**config.mk**
```make
export PLATFORM = sky130hd
export DESIGN_NAME = draw_map_tiled_flat
export DESIGN_NICKNAME = d
export VERILOG_FILES = /design/src/rtl/draw_map_tiled_if.sv /design/src/rtl/draw_map_tiled.sv /design/src/flat_wrapper.sv
export SDC_FILE = /design/constraint.sdc
export NUM_CORES = 2
export LEC_CHECK = 0
export ABC_AREA = 1
export BUFFER_PORTS_ARGS = -buffer_cell sky130_fd_sc_hd__buf_2
export CAP_MARGIN = 25
export CORE_MARGIN = 5
export CORE_UTILIZATION = 40
export DETAILED_ROUTE_END_ITERATION = 8
export SYNTH_ARGS = -nofsm -noshare
export SYNTH_HDL_FRONTEND = slang
export SYNTH_SLANG_ARGS = --single-unit
export TNS_END_PERCENT = 1
```
**constraint.sdc**
```tcl
create_clock -name clk -period 22.2 [get_ports clk]
set_input_delay 1.11 -clock clk [delete_from_list [all_inputs] [get_ports clk]]
set_output_delay 1.11 -clock clk [all_outputs]
set_load 0.01 [all_outputs]
```
**src/rtl/draw_map_tiled_if.sv**
```systemverilog
// Tile-write port of draw_map_tiled: valid/ready request plus error pulse.
interface draw_map_tiled_if #(
  parameter int unsigned COL_W = 5,
  parameter int unsigned ROW_W = 5
);
  logic             wr_valid;
  logic             wr_ready;
  logic [COL_W-1:0] wr_col;
  logic [ROW_W-1:0] wr_row;
  logic [3:0]       wr_tile;
  logic             wr_err;

  modport master (output wr_valid, wr_col, wr_row, wr_tile, input wr_ready, wr_err);
  modport slave  (input wr_valid, wr_col, wr_row, wr_tile, output wr_ready, wr_err);
endinterface

```
**src/rtl/draw_map_tiled.sv**
```systemverilog
// Tile-map painter: converts hcount/vcount into a tile address, reads a
// run-time writable tile RAM and colours the pixel from a palette, with a
// screen frame and a cursor outline. Three-cycle pixel latency.
module draw_map_tiled #(
  parameter int unsigned   TILE_LOG2    = 5,
  parameter int unsigned   MAP_COLS     = 24,
  parameter int unsigned   MAP_ROWS     = 24,
  parameter int unsigned   MAP_X0       = 0,
  parameter int unsigned   MAP_Y0       = 0,
  parameter int unsigned   H_RES        = 1024,
  parameter int unsigned   V_RES        = 768,
  parameter int unsigned   BORDER_W     = 2,
  parameter logic [191:0]  PALETTE      = {12'h000, 12'h321, 12'hDDD, 12'hBBB,
                                           12'h999, 12'h777, 12'h555, 12'hF0F,
                                           12'h0FF, 12'hFF0, 12'h00F, 12'hF00,
                                           12'h89F, 12'h0A0, 12'h444, 12'hEC1},
  parameter logic [11:0]   BORDER_COLOR = 12'hFFF,
  parameter logic [11:0]   PANEL_COLOR  = 12'h888,
  parameter logic [11:0]   SEL_COLOR    = 12'hC12,
  localparam int unsigned  COL_W        = $clog2(MAP_COLS),
  localparam int unsigned  ROW_W        = $clog2(MAP_ROWS),
  localparam int unsigned  ADDR_W       = $clog2(MAP_COLS*MAP_ROWS)
) (
  input  logic             clk,
  input  logic             rst,
  input  logic [10:0]      hcount_in,
  input  logic [9:0]       vcount_in,
  input  logic             hblnk_in,
  input  logic             vblnk_in,
  draw_map_tiled_if.slave  wr,
  input  logic             sel_en,
  input  logic [COL_W-1:0] sel_col,
  input  logic [ROW_W-1:0] sel_row,
  output logic             init_done,
  output logic [10:0]      hcount_out,
  output logic [9:0]       vcount_out,
  output logic             hblnk_out,
  output logic             vblnk_out,
  output logic [11:0]      rgb_out
);

  localparam int unsigned       N       = MAP_COLS * MAP_ROWS;
  localparam logic [11:0]       X0      = 12'(MAP_X0);
  localparam logic [11:0]       Y0      = 12'(MAP_Y0);
  localparam logic [10:0]       MAP_W   = 11'(MAP_COLS << TILE_LOG2);
  localparam logic [10:0]       MAP_H   = 11'(MAP_ROWS << TILE_LOG2);
  localparam logic [10:0]       BW_H    = 11'(BORDER_W);
  localparam logic [9:0]        BW_V    = 10'(BORDER_W);
  localparam logic [10:0]       FRAME_R = 11'(H_RES - BORDER_W);
  localparam logic [9:0]        FRAME_B = 10'(V_RES - BORDER_W);
  localparam logic [ADDR_W-1:0] LAST    = ADDR_W'(N - 1);
  localparam logic [TILE_LOG2-1:0] OFF_MAX = '1;

  typedef enum logic {CLEAR, RUN} state_t;

  state_t            state, state_next;
  logic [ADDR_W-1:0] clr_cnt, clr_next;
  logic              ram_we;
  logic [ADDR_W-1:0] ram_waddr;
  logic [3:0]        ram_wdata;
  logic [3:0]        mem [N];
  logic [3:0]        rd_tile;
  logic [ADDR_W-1:0] rd_addr;

  logic              wr_fire_c, in_range_c;
  logic [ADDR_W-1:0] wr_addr_c;

  logic [11:0]          dx, dy;
  logic                 in_map_c;

  logic [10:0]          s1_h, s2_h;
  logic [9:0]           s1_v, s2_v;
  logic                 s1_hb, s1_vb, s2_hb, s2_vb;
  logic                 s1_in_map, s2_in_map;
  logic [COL_W-1:0]     s1_col, s1_sel_col;
  logic [ROW_W-1:0]     s1_row, s1_sel_row;
  logic [TILE_LOG2-1:0] s1_ox, s1_oy;
  logic                 s1_sel_en;
  logic                 s2_frame, s2_hit;
  logic [11:0]          rgb_c;

  assign wr_fire_c  = wr.wr_valid && wr.wr_ready;
  assign in_range_c = (32'(wr.wr_col) < MAP_COLS) && (32'(wr.wr_row) < MAP_ROWS);
  assign wr_addr_c  = ADDR_W'(ADDR_W'(wr.wr_row) * ADDR_W'(MAP_COLS) + ADDR_W'(wr.wr_col));
  assign rd_addr    = s1_in_map ? ADDR_W'(ADDR_W'(s1_row) * ADDR_W'(MAP_COLS) + ADDR_W'(s1_col))
                                : '0;

  // Control FSM state, clear counter and write-port handshake outputs
  always_ff @(posedge clk) begin
    if (!rst) begin
      state     <= CLEAR;
      clr_cnt   <= '0;
      wr.wr_ready <= 1'b0;
      wr.wr_err   <= 1'b0;
      init_done <= 1'b0;
    end else begin
      state     <= state_next;
      clr_cnt   <= clr_next;
      wr.wr_ready <= (state_next == RUN);
      wr.wr_err   <= wr_fire_c && !in_range_c;
      init_done <= (state_next == RUN);
    end
  end

  // Next state and RAM write selection: clear sweep, then accepted writes
  always_comb begin
    state_next = state;
    clr_next   = clr_cnt;
    ram_we     = 1'b0;
    ram_waddr  = clr_cnt;
    ram_wdata  = 4'd0;
    case (state)
      CLEAR: begin
        ram_we = 1'b1;
        if (clr_cnt == LAST) begin
          state_next = RUN;
          clr_next   = '0;
        end else begin
          clr_next = clr_cnt + ADDR_W'(1);
        end
      end
      RUN: begin
        if (wr_fire_c && in_range_c) begin
          ram_we    = 1'b1;
          ram_waddr = wr_addr_c;
          ram_wdata = wr.wr_tile;
        end
      end
      default: state_next = CLEAR;
    endcase
  end

  // Tile RAM: read-first video port, writes suppressed while in reset
  always_ff @(posedge clk) begin
    if (rst && ram_we) mem[ram_waddr] <= ram_wdata;
    rd_tile <= mem[rd_addr];
  end

  // Map-relative coordinates; the extra top bit flags pixels left/above the origin
  always_comb begin
    dx       = {1'b0, hcount_in} - X0;
    dy       = {2'b0, vcount_in} - Y0;
    in_map_c = !dx[11] && !dy[11] && (dx[10:0] < MAP_W) && (dy[10:0] < MAP_H);
  end

  // Colour priority: blank, frame, cursor outline, tile, panel
  always_comb begin
    rgb_c = PANEL_COLOR;
    if (s2_hb || s2_vb)  rgb_c = 12'h000;
    else if (s2_frame)   rgb_c = BORDER_COLOR;
    else if (s2_hit)     rgb_c = SEL_COLOR;
    else if (s2_in_map)  rgb_c = PALETTE[8'(rd_tile) * 8'd12 +: 12];
  end

  // Three-stage pixel pipeline: S1 decode, S2 RAM read, S3 colour
  always_ff @(posedge clk) begin
    if (!rst) begin
      s1_h <= '0; s1_v <= '0; s1_hb <= 1'b0; s1_vb <= 1'b0;
      s1_in_map <= 1'b0; s1_col <= '0; s1_row <= '0; s1_ox <= '0; s1_oy <= '0;
      s1_sel_en <= 1'b0; s1_sel_col <= '0; s1_sel_row <= '0;
      s2_h <= '0; s2_v <= '0; s2_hb <= 1'b0; s2_vb <= 1'b0;
      s2_in_map <= 1'b0; s2_frame <= 1'b0; s2_hit <= 1'b0;
      hcount_out <= '0; vcount_out <= '0; hblnk_out <= 1'b0; vblnk_out <= 1'b0;
      rgb_out <= '0;
    end else begin
      s1_h       <= hcount_in;
      s1_v       <= vcount_in;
      s1_hb      <= hblnk_in;
      s1_vb      <= vblnk_in;
      s1_in_map  <= in_map_c;
      s1_col     <= COL_W'(dx[10:0] >> TILE_LOG2);
      s1_row     <= ROW_W'(dy[10:0] >> TILE_LOG2);
      s1_ox      <= dx[TILE_LOG2-1:0];
      s1_oy      <= dy[TILE_LOG2-1:0];
      s1_sel_en  <= sel_en;
      s1_sel_col <= sel_col;
      s1_sel_row <= sel_row;

      s2_h      <= s1_h;
      s2_v      <= s1_v;
      s2_hb     <= s1_hb;
      s2_vb     <= s1_vb;
      s2_in_map <= s1_in_map;
      s2_frame  <= (s1_h < BW_H) || (s1_h >= FRAME_R) || (s1_v < BW_V) || (s1_v >= FRAME_B);
      s2_hit    <= s1_sel_en && s1_in_map && (s1_col == s1_sel_col) && (s1_row == s1_sel_row)
                   && ((s1_ox == '0) || (s1_ox == OFF_MAX) || (s1_oy == '0) || (s1_oy == OFF_MAX));

      hcount_out <= s2_h;
      vcount_out <= s2_v;
      hblnk_out  <= s2_hb;
      vblnk_out  <= s2_vb;
      rgb_out    <= rgb_c;
    end
  end

endmodule
```
**src/flat_wrapper.sv**
```systemverilog
// flat-port wrapper written by rule: the top's interface ports become plain ports
module draw_map_tiled_flat 
#(
  parameter int unsigned   TILE_LOG2    = 5,
  parameter int unsigned   MAP_COLS     = 24,
  parameter int unsigned   MAP_ROWS     = 24,
  parameter int unsigned   MAP_X0       = 0,
  parameter int unsigned   MAP_Y0       = 0,
  parameter int unsigned   H_RES        = 1024,
  parameter int unsigned   V_RES        = 768,
  parameter int unsigned   BORDER_W     = 2,
  parameter logic [191:0]  PALETTE      = {12'h000, 12'h321, 12'hDDD, 12'hBBB,
                                           12'h999, 12'h777, 12'h555, 12'hF0F,
                                           12'h0FF, 12'hFF0, 12'h00F, 12'hF00,
                                           12'h89F, 12'h0A0, 12'h444, 12'hEC1},
  parameter logic [11:0]   BORDER_COLOR = 12'hFFF,
  parameter logic [11:0]   PANEL_COLOR  = 12'h888,
  parameter logic [11:0]   SEL_COLOR    = 12'hC12,
  localparam int unsigned  COL_W        = $clog2(MAP_COLS),
  localparam int unsigned  ROW_W        = $clog2(MAP_ROWS),
  localparam int unsigned  ADDR_W       = $clog2(MAP_COLS*MAP_ROWS)
)
  (clk, rst, hcount_in, vcount_in, hblnk_in, vblnk_in, sel_en, sel_col, sel_row, init_done, hcount_out, vcount_out, hblnk_out, vblnk_out, rgb_out, wr_wr_valid, wr_wr_col, wr_wr_row, wr_wr_tile, wr_wr_ready, wr_wr_err);
  draw_map_tiled_if wr_i ();
  input  logic clk;
  input  logic rst;
  input  logic [10:0] hcount_in;
  input  logic [9:0] vcount_in;
  input  logic hblnk_in;
  input  logic vblnk_in;
  input  logic sel_en;
  input  logic [COL_W-1:0] sel_col;
  input  logic [ROW_W-1:0] sel_row;
  output logic init_done;
  output logic [10:0] hcount_out;
  output logic [9:0] vcount_out;
  output logic hblnk_out;
  output logic vblnk_out;
  output logic [11:0] rgb_out;
  input wire logic [$bits(wr_i.wr_valid)-1:0] wr_wr_valid;
  input wire logic [$bits(wr_i.wr_col)-1:0] wr_wr_col;
  input wire logic [$bits(wr_i.wr_row)-1:0] wr_wr_row;
  input wire logic [$bits(wr_i.wr_tile)-1:0] wr_wr_tile;
  output wire logic [$bits(wr_i.wr_ready)-1:0] wr_wr_ready;
  output wire logic [$bits(wr_i.wr_err)-1:0] wr_wr_err;
  assign wr_i.wr_valid = wr_wr_valid;
  assign wr_i.wr_col = wr_wr_col;
  assign wr_i.wr_row = wr_wr_row;
  assign wr_i.wr_tile = wr_wr_tile;
  assign wr_wr_ready = wr_i.wr_ready;
  assign wr_wr_err = wr_i.wr_err;
  draw_map_tiled #(.TILE_LOG2(TILE_LOG2), .MAP_COLS(MAP_COLS), .MAP_ROWS(MAP_ROWS), .MAP_X0(MAP_X0), .MAP_Y0(MAP_Y0), .H_RES(H_RES), .V_RES(V_RES), .BORDER_W(BORDER_W), .PALETTE(PALETTE), .BORDER_COLOR(BORDER_COLOR), .PANEL_COLOR(PANEL_COLOR), .SEL_COLOR(SEL_COLOR)) u_core (.clk(clk), .rst(rst), .hcount_in(hcount_in), .vcount_in(vcount_in), .hblnk_in(hblnk_in), .vblnk_in(vblnk_in), .wr(wr_i), .sel_en(sel_en), .sel_col(sel_col), .sel_row(sel_row), .init_done(init_done), .hcount_out(hcount_out), .vcount_out(vcount_out), .hblnk_out(hblnk_out), .vblnk_out(vblnk_out), .rgb_out(rgb_out));
endmodule
```
==> results.toml <==
[status]
status = "finished clean"

[clock_network]
clk_pin_slew_ns = 0.06
root_buffer = "clkbuf_16"
clock_path_buffers = 3
numCtsBuffers = 236
postCtsHoldBufs = 0
cts-resized-gates = 0
h-tree-depth = 4
cts_tree = "yes"
insertion_delay_ns = 0.88
postCtsSetupBuffers = 0
cts_num_sinks = 2416

[floorplanning]
fp.dieW_um = 520
fp.dieArea_mm2 = 0.270
initial_utilization_pct = 40.1
io_pins = 89
fp-row-count = 187
die_h_um = 520
coreArea_mm2 = 0.259

[power]
total_power_mw = 9.21
cellPowerDensity_mw_per_mm2 = 80.1
p_leak_nw = 46.1
peakVddDrop_mv = 0.0828

[route]
initialDrtViolationCount = 7604
vias_per_cell = 5.32
dr.pass1.iters = 6
drtAntennaViolNets = 0
post-route-drc-count = 0
vias = 70600
wl_per_cell_um = 21.4
wirelength_mm = 284

[grt]
gr-max-usage-layer = "met2"
met3_usage_pct = 3.56
grt_pass1_wl_mm = 425
grt_pass1_vias = 69100
antenna_found_initial = 12
use_met1_pct = 27.1
grt_overflow = 0
gr-usage-met2_pct = 34.2
grt_max_degree = 210
grt_use_total_pct = 20.6

[yosys]
yosys_most_used_dff = "edfxtp_1"
synth_edf_count = 2304
postSynthAreaPerCell_um2 = 10.5
netlist_area_mm2 = 0.104
yosysSeqAreaShare_pct = 68.8
async_reset_ff_share_pct = 0
syn-num-nets = 9938
netlist_instances = 9856
synth.distinct_cells = 45
ys_warn_count = 0
ys_ff_latch = 2416

[setup_path]
reg2reg_from = "u_core.s1_col[0]"
rr_worst_depth = 15
crit_path_start = "u_core.s1_col[0]"
start_kind = "flip-flop"
regToRegSetupSlack_ns = 15.76
end_kind = "flip-flop"
path_max_fanout = 209
worstSetupPathType = "reg -> reg"
r2r-end = "u_core.rd_tile[0]"
critPathArrivalTime_ns = 7.21
worst_ep_required_time_ns = 22.96
critPathCapture = "u_core.rd_tile[0]"

[final_layout]
drive_gt1_share_pct = 6.15
fin_cells = 13300
nNetsFinal = 9750
final_util_pct = 44.4
syn_to_final_growth_pct = 10.8
fin_area_mm2 = 0.115
layout_commonest_cell = "edfxtp_1"
final_cell_mix = "edfxtp_1 (2,304), nand2_1 (2,074), nand3_1 (1,817), inv_1 (1,316), nor2_1 (928)"

[timing]
max_freq_mhz = 155
max_slew.worst_pin.slew_ns = 1.15
slew_headroom_pct = 23.0
period_share_pct = 29.0
rsz0062_at_grt = "false"
setup_viol = 0
min_period_ns = 6.44
finalHoldViolations = 0
tns_ns = 0
finClkSkew_ns = 0.0382
drv_slew = 0

[placement]
gp_congestion = 0.823
dpl_cell_area_mm2 = 0.107
port_buffers = 88
dp.cells = 12800
dp.final_hpwl_mm = 155

[hold_path]
hold_start = "u_core.s2_v[6]"
min_path_type = "reg -> reg"

[run]
maxCapViolCount = 0
worst min-delay path by stage:
stage / endpoint / slack [ns] / depth (start not counted)
finish: u_core.vcount_out[6] / 0.41 / 2
global route: u_core.s1_ox[0] / 0.40 / 3
CTS: u_core.s1_row[1] / 0.36 / 3
detailed placement: u_core.vcount_out[0] / 0.40 / 2
global placement: u_core.vcount_out[6] / 0.39 / 2
floorplan: u_core.hcount_out[0] / 0.39 / 2
through the flow:
| stage | setup WS [ns] | hold WS, ns |
|---|---|---|
| global route | 15.41 | 0.398 |
| detailed placement | 15.86 | 0.396 |
| CTS | 15.86 | 0.355 |
| global placement | 15.96 | 0.394 |
| floorplan | 4.31 | 0.390 |
| finish | 15.76 | 0.410 |
registers in the layout (all words and copies together) (netlist names), 3 cells and up:
register and count:
u_core.s1_h 3, u_core.s1_col 4, u_core.s1_row 5, u_core.s1_ox 4, u_core.rgb_out 12, u_core.s1_sel_col 5, u_core.s1_oy 4, u_core.mem 2304
u_core.s2_v 10, u_core.vcount_out 10, u_core.clr_cnt 10, u_core.s1_sel_row 5, u_core.hcount_out 11, u_core.rd_tile 4, u_core.s2_h 11
critical path, cell delays in order (launching register included):
cell and delay, ns:
dfxtp_4 0.94, nand2_4 0.59, inv_8 0.92, buf_4 0.90, buf_12 0.67, nand2_1 0.10
nand3_1 0.13, nand3_1 0.10, nand3_1 0.14, nand3_1 0.18, nand3_1 0.22, nand3_1 0.21
nand3_1 0.20, nand3_1 0.38, nand3_1 0.21, nand2_1 0.08
layer usage:
metal  wire (um)  vias up
met1      116000    34400
li1            -    32800
met2      134000     2828
met3       22600      559
met4       11600        0
met5           0        -
Yosys cell counts (6+ instances only):
cell type | instances | area, um^2
ha_1 | 27 | 338
edfxtp_1 | 2304 | 69200
inv_2 | 6 | 22.5
inv_1 | 1318 | 4950
nand2_4 | 16 | 180
nor3_1 | 8 | 40.0
o21ai_0 | 171 | 856
xnor2_1 | 6 | 52.6
a21oi_1 | 35 | 175
buf_1 | 120 | 450
nand2_1 | 2104 | 7900
buf_2 | 42 | 210
xor2_1 | 9 | 78.8
o22ai_1 | 62 | 388
clkbuf_1 | 442 | 1660
buf_6 | 16 | 180
dfxtp_1 | 112 | 2240
nor2_1 | 934 | 3510
o211ai_1 | 244 | 1830
nand3_1 | 1818 | 9100
or2_2 | 7 | 43.8
logic make-up (layout without fill, tap and decap cells):
kind of cell / count (synthesis) / count (layout) / synth area share [%]
flip-flops: 2416 / 2416 / 68.8
multiplexers: 1 / 1 / 0.00964
buffers and inverters: 1947 / 1959 / 7.21
XOR/XNOR: 15 / 15 / 0.126
AND/OR/NAND/NOR: 4907 / 4907 / 20.1
adder cells (fa/ha/maj): 31 / 31 / 0.402
AO/OA/AOI/OAI: 539 / 539 / 3.34
other: 0 / 5 / 0
report_power, final:
| group | switching [mW] | internal (mW) | leakage, nW |
|---|---|---|---|
| clock | 1.71 | 2.28 | 3.73 |
| sequential | 0.0186 | 4.92 | 26.3 |
| combinational | 0.205 | 0.0782 | 16.1 |
| total | 1.93 | 7.28 | 46.1 |
final cells by class:
type	instances	area, um^2
Inverter	1326	5010
Fill cell	23800	144000
Timing Repair Buffer	195	1570
Sequential cell	2416	71400
Multi-Input combinational cell	5493	25100
Clock inverter	137	1390
Clock buffer	301	6270
Antenna cell	5	12.5
Tap cell	3402	4260
No activity file was read; power rests on OpenSTA's default activity.
